`src/rtl/sad_accumulate.sv`:
```
// ---------------------------------------------------------------------------
// sad_accumulate
//
// Purpose:
//   Sum-of-absolute-differences engine for a 4x4 block matched against 16
//   candidate positions. After a start request the block accepts 256 pixel
//   beats in candidate-major order: 16 beats for candidate 0, then 16 for
//   candidate 1, and so on. Each beat adds |cur - ref| to the working
//   accumulator of its candidate. When the final beat is accepted, all 16
//   results are copied to the registered sum outputs and done pulses for
//   one cycle.
//
// Ports:
//   i_clk          single clock, rising-edge active
//   i_rst          asynchronous active-high reset
//   i_start        begin a 16-candidate search (honoured only when idle)
//   i_abort        cancel a search in progress (honoured only while accumulating)
//   i_pix_valid    beat on i_cur_pix / i_ref_pix is valid
//   o_pix_ready    block accepts beats (state decode only, no path from valid)
//   i_cur_pix      current-block pixel
//   i_ref_pix      reference-window pixel
//   o_sum0..15     registered SAD per candidate, index = {dy[1:0], dx[1:0]}
//   o_done         one-cycle pulse: sums were just updated
//   o_busy         high while accumulating or finishing
// ---------------------------------------------------------------------------
module sad_accumulate #(
  parameter  int PIX_W = 8,
  localparam int SUM_W = PIX_W + 4
) (
  input  logic             i_clk,
  input  logic             i_rst,
  input  logic             i_start,
  input  logic             i_abort,
  input  logic             i_pix_valid,
  output logic             o_pix_ready,
  input  logic [PIX_W-1:0] i_cur_pix,
  input  logic [PIX_W-1:0] i_ref_pix,
  output logic [SUM_W-1:0] o_sum0,
  output logic [SUM_W-1:0] o_sum1,
  output logic [SUM_W-1:0] o_sum2,
  output logic [SUM_W-1:0] o_sum3,
  output logic [SUM_W-1:0] o_sum4,
  output logic [SUM_W-1:0] o_sum5,
  output logic [SUM_W-1:0] o_sum6,
  output logic [SUM_W-1:0] o_sum7,
  output logic [SUM_W-1:0] o_sum8,
  output logic [SUM_W-1:0] o_sum9,
  output logic [SUM_W-1:0] o_sum10,
  output logic [SUM_W-1:0] o_sum11,
  output logic [SUM_W-1:0] o_sum12,
  output logic [SUM_W-1:0] o_sum13,
  output logic [SUM_W-1:0] o_sum14,
  output logic [SUM_W-1:0] o_sum15,
  output logic             o_done,
  output logic             o_busy
);

  typedef enum logic [1:0] {
    S_IDLE = 2'd0,
    S_ACC  = 2'd1,
    S_DONE = 2'd2
  } state_t;

  state_t           r_state;
  state_t           w_nextState;
  logic [7:0]       r_cnt;
  logic [SUM_W-1:0] r_accWork [16];
  logic [SUM_W-1:0] r_sum     [16];
  logic [SUM_W-1:0] w_accNext [16];

  logic             w_xfer;
  logic             w_lastBeat;
  logic [3:0]       w_cand;
  logic [PIX_W-1:0] w_absDiff;

  assign w_xfer     = (r_state == S_ACC) && i_pix_valid;
  assign w_lastBeat = w_xfer && (r_cnt == 8'hFF);
  assign w_cand     = r_cnt[7:4];
  assign w_absDiff  = (i_cur_pix >= i_ref_pix) ? (i_cur_pix - i_ref_pix)
                                               : (i_ref_pix - i_cur_pix);

  // Working accumulators as they will be after this cycle's beat. The same
  // values feed the sum outputs on the last beat, so the final contribution
  // is already included when done is raised.
  always_comb begin
    for (int i = 0; i < 16; i++) begin
      w_accNext[i] = r_accWork[i];
      if (w_xfer && (w_cand == 4'(i))) begin
        w_accNext[i] = r_accWork[i] + {{(SUM_W - PIX_W){1'b0}}, w_absDiff};
      end
    end
  end

  // Next-state logic. Abort takes priority over a beat arriving in the same
  // cycle, so a search cancelled on its last beat never reaches DONE.
  always_comb begin
    w_nextState = r_state;
    case (r_state)
      S_IDLE: begin
        if (i_start) w_nextState = S_ACC;
      end
      S_ACC: begin
        if (i_abort)         w_nextState = S_IDLE;
        else if (w_lastBeat) w_nextState = S_DONE;
      end
      S_DONE: begin
        w_nextState = S_IDLE;
      end
      default: begin
        w_nextState = S_IDLE;
      end
    endcase
  end

  // State, beat counter, working accumulators and published sums. The sum
  // registers are written only on the edge that enters DONE, so they hold
  // the previous results throughout any later (or aborted) search.
  always_ff @(posedge i_clk or posedge i_rst) begin
    if (i_rst) begin
      r_state <= S_IDLE;
      r_cnt   <= '0;
      for (int i = 0; i < 16; i++) begin
        r_accWork[i] <= '0;
        r_sum[i]     <= '0;
      end
    end else begin
      r_state <= w_nextState;
      case (r_state)
        S_IDLE: begin
          if (i_start) begin
            r_cnt <= '0;
            for (int i = 0; i < 16; i++) begin
              r_accWork[i] <= '0;
            end
          end
        end
        S_ACC: begin
          if (!i_abort && w_xfer) begin
            r_cnt <= r_cnt + 8'd1;
            for (int i = 0; i < 16; i++) begin
              r_accWork[i] <= w_accNext[i];
            end
            if (w_lastBeat) begin
              for (int i = 0; i < 16; i++) begin
                r_sum[i] <= w_accNext[i];
              end
            end
          end
        end
        default: begin
        end
      endcase
    end
  end

  // Handshake and status outputs decode the registered state only.
  assign o_pix_ready = (r_state == S_ACC);
  assign o_done      = (r_state == S_DONE);
  assign o_busy      = (r_state != S_IDLE);

  assign o_sum0  = r_sum[0];
  assign o_sum1  = r_sum[1];
  assign o_sum2  = r_sum[2];
  assign o_sum3  = r_sum[3];
  assign o_sum4  = r_sum[4];
  assign o_sum5  = r_sum[5];
  assign o_sum6  = r_sum[6];
  assign o_sum7  = r_sum[7];
  assign o_sum8  = r_sum[8];
  assign o_sum9  = r_sum[9];
  assign o_sum10 = r_sum[10];
  assign o_sum11 = r_sum[11];
  assign o_sum12 = r_sum[12];
  assign o_sum13 = r_sum[13];
  assign o_sum14 = r_sum[14];
  assign o_sum15 = r_sum[15];

endmodule

```
`config.mk`:
```
export PLATFORM = sky130hd
export DESIGN_NAME = sad_accumulate
export DESIGN_NICKNAME = d
export VERILOG_FILES = /design/src/rtl/sad_accumulate.sv
export SDC_FILE = /design/constraint.sdc
export NUM_CORES = 1
export LEC_CHECK = 0
export BUFFER_PORTS_ARGS = -buffer_cell sky130_fd_sc_hd__buf_2
export CAP_MARGIN = 10
export CORE_ASPECT_RATIO = 1.25
export CORE_MARGIN = 4
export CORE_UTILIZATION = 39
export DETAILED_ROUTE_END_ITERATION = 10
export GPL_TIMING_DRIVEN = 0
export PLACE_DENSITY_LB_ADDON = 0.05
export SLEW_MARGIN = 20
export SYNTH_ARGS = -nofsm -noshare
export SYNTH_HDL_FRONTEND = slang
export SYNTH_SLANG_ARGS = --single-unit
```
`constraint.sdc`:
```
create_clock -name i_clk -period 18.03 [get_ports i_clk]
set_input_delay 3.606 -clock i_clk [delete_from_list [all_inputs] [get_ports i_clk]]
set_output_delay 3.606 -clock i_clk [all_outputs]
set_load 0.03 [all_outputs]
```
==> flow_metrics.tcl <==
set metrics [dict create \
    status "finished clean" \
    netlist_instances 2538 \
    setup_tns_ps 0 \
    antenna_found_initial 1 \
    cts_hold_buf 0 \
    cpMostUsedCell "o21ai_0" \
    instances_no_fill 3611 \
    syn-cell-area_sq_um 22900 \
    synthFlopType "dfrtp_1" \
    cts_tree "done" \
    cts_sinks 394 \
    syn2layout_area_growth_pct 17.7 \
    seq_area_frac_synth_pct 43.1 \
    slowest_stage "mux2_2" \
    grt_pass1_vias 19819 \
    portBuffers 215 \
    avgSynthCellArea_sq_um 9.01 \
    htree_levels 2 \
    async_flop_share_pct 100 \
    routed_wl_mm 84.1 \
    vias_per_cell 5.63 \
    drt_first_pass_iters 6 \
    clockBufferDepth 3 \
    hp-class "reg -> reg" \
    root_buffer "clkbuf_16" \
    synth-edff-count 0 \
    final_nets 3015 \
    start_util_pct 39.3 \
    syn_nets 2737 \
    postCtsSetupRepairBufs 0 \
    largest_register_ffs 192 \
    grt_first_pass_wirelength_mm 125 \
    grt_max_degree 92 \
    crit_fanout 17 \
    synth.top_cells.by_area "dfrtp_1 43%, ha_1 8.8%, nand2_1 8.4%, o21ai_0 4.2%, nor2_1 3.2%" \
    place_hpwl_mm 60.8 \
    cp.arrival_ps 8490 \
    path_cells "buf_2 -> inv_1 -> ha_1 -> inv_1 -> fa_1 -> nand3_1 -> a31oi_2 -> a2111oi_4 -> buf_6 -> mux2_2 -> inv_2 -> buf_16 -> fa_1 -> nor2b_1 -> o21ai_0 -> a21oi_1 -> o21ai_0 -> a211oi_1 -> o21ai_0 -> mux2_2" \
    holdWs_ps 458 \
    clk_pin_slew_ps 60 \
    final_antenna_net_count 0 \
    worst_setup_path_end_kind "register" \
    cp-start-kind "input port" \
    finalWeightedCongestion 0.898 \
    synth_area_leader_cell "dfrtp_1" \
    synth_seq_cells 394 \
    hold_viol_final 0 \
    setup_slack_ps 10010 \
    pre_cts_ws_ps 9350 \
    period_minus_slack_ps 8020 \
    worst-path-buf-inv 6 \
    cpPeakStageDelay_ps 720 \
    rows 99 \
    total_power_uw 2340 \
    ctsResizeCount 0 \
    crit_required_ps 18500 \
    multiInputGateArea_sq_um 12200 \
    post-route-period-util_pct 44.5 \
    rrSetupSlack_ps 14850 \
    place_inst 3525 \
    drc 0 \
    cp_top_family "compound AO/OA/AOI/OAI gates" \
    post_drt_wl_per_cell_um 23.3 \
    first_iter_violations 1557 \
    synth_top_area_share_pct 43.1 \
    maxSlewViolCount 0 \
    vias 20336 \
    yosysWarnings 0 \
    core-area_sq_um 58200 \
    drive_above_1_share_pct 15.3 \
    finalSetupViolCount 0 \
    grt_setup_unrepaired "false" \
    finClkSkew_ps 15.2 \
    grt_usage_pct 26.2 \
    fill_cells 5720 \
    grt-ovfl-total 0 \
    cts_buffers 46 \
    cap_violations 0 \
    die_area_sq_um 62600 \
    diodes 0 \
    clk_latency_ps 590 \
    ys_types 85 \
    worst_slew_pin_slew_ps 1240 \
    cellLeakagePower_uw 0.0134 \
    fmax_mhz 125 \
    relSlewSlack_pct 17.7 \
    p_per_area_nw_per_um2 86.8 \
    die_h_um 279 \
    crit_type "in -> reg" \
    die_w_um 225 \
    ios 216 \
    seqCellArea_sq_um 9860 \
    vdd_drop_max_mv 0.0635 \
    regMostFlops "r_accWork" \
]
-- per-stage QoR --
step | cell area (sq um) | util [%]
detailed placement | 25300 | 43.4
CTS | 26900 | 46.2
floorplan | 22900 | -
global route | 26900 | 46.2
finish | 26900 | 46.2
global placement | 24900 | 42.8
-- layer usage --
layer  GRT usage (%)  vias to the layer above  wire length, um
met5               0                        -               19
met4            9.15                        2             3320
met3            4.03                      155             4530
met2            43.3                      609            39900
met1            35.0                    10078            36300
li1                -                     9492                -
-- cells in the mapped netlist, drive strengths merged (13+ instances only) --
master and count:
nand2 510, dfrtp 394, o21ai 210, nor2 202, ha 160, a21oi 129, inv 92, a31oi 79
buf 69, nand3 67, xnor2 60, a21o 44, a22o 38, clkbuf 35, nor3 35, xor2 35
nor2b 30, o21a 28, or3 26, a32o 25, nand4 22, and3 21, mux2i 19, o211ai 19
fa 18, nand2b 18, a211oi 15, a21boi 13
-- power breakdown --
part | total [uW] | internal [uW] | leakage, uW | switching (uW)
Clock | 1010 | 605 | 0.000813 | 410
Sequential | 890 | 887 | 0.00550 | 3.21
Combinational | 432 | 150 | 0.00704 | 281
Total | 2340 | 1640 | 0.0134 | 694
-- cells in the final DEF, fill, tap and decap left out, types with 38 or more instances in the layout --
cell	n
nand2_1	509
dfrtp_1	394
buf_2	273
nor2_1	197
o21ai_0	193
ha_1	160
a21oi_1	128
inv_1	88
a31oi_1	77
nand3_1	65
xnor2_1	57
clkbuf_16	49
a21o_1	44
a22o_1	38
-- final timing paths --
check	cells after the start	endpoint	from
max	20	r_accWork[82]	i_cur_pix[0]
min	2	o_sum6[5]	o_sum6[5]
min reg2reg	2	o_sum6[5]	o_sum6[5]
max in group asynchronous	4	r_accWork[14]	i_rst
min in group asynchronous	2	o_sum6[0]	i_rst
max reg2reg	8	r_accWork[0]	r_state[0]
-- cell type report --
cell class,count,share of cell area (%)
Buffer,104,1.89
Clock buffer,62,5.07
Clock inverter,24,0.985
Inverter,92,1.31
Multi-Input combinational cell,1948,45.5
Sequential cell,394,36.6
Tap cell,757,3.52
Timing Repair Buffer,230,5.15
-- worst reg2reg max path: stages, from the launching register on --
cell      delay [ps]
dfrtp_1          450
and2b_1          270
and2b_1          220
nand2_2          140
buf_2            370
clkbuf_1         960
nor2_1           430
nand2_1          180
nand2_1           60
-- logic make-up (layout without fill, tap and decap cells) --
kind of cell / after synthesis / after routing / share of synthesized area, %
xor+xnor: 95 / 95 / 3.64
compound gates: 667 / 667 / 18.7
buf+inv: 196 / 512 / 3.71
simple gates: 978 / 978 / 19.2
mux: 30 / 30 / 1.37
flops: 394 / 394 / 43.1
fa+ha+maj: 178 / 178 / 10.3
Note: power is estimated with default switching activity, not from simulation.
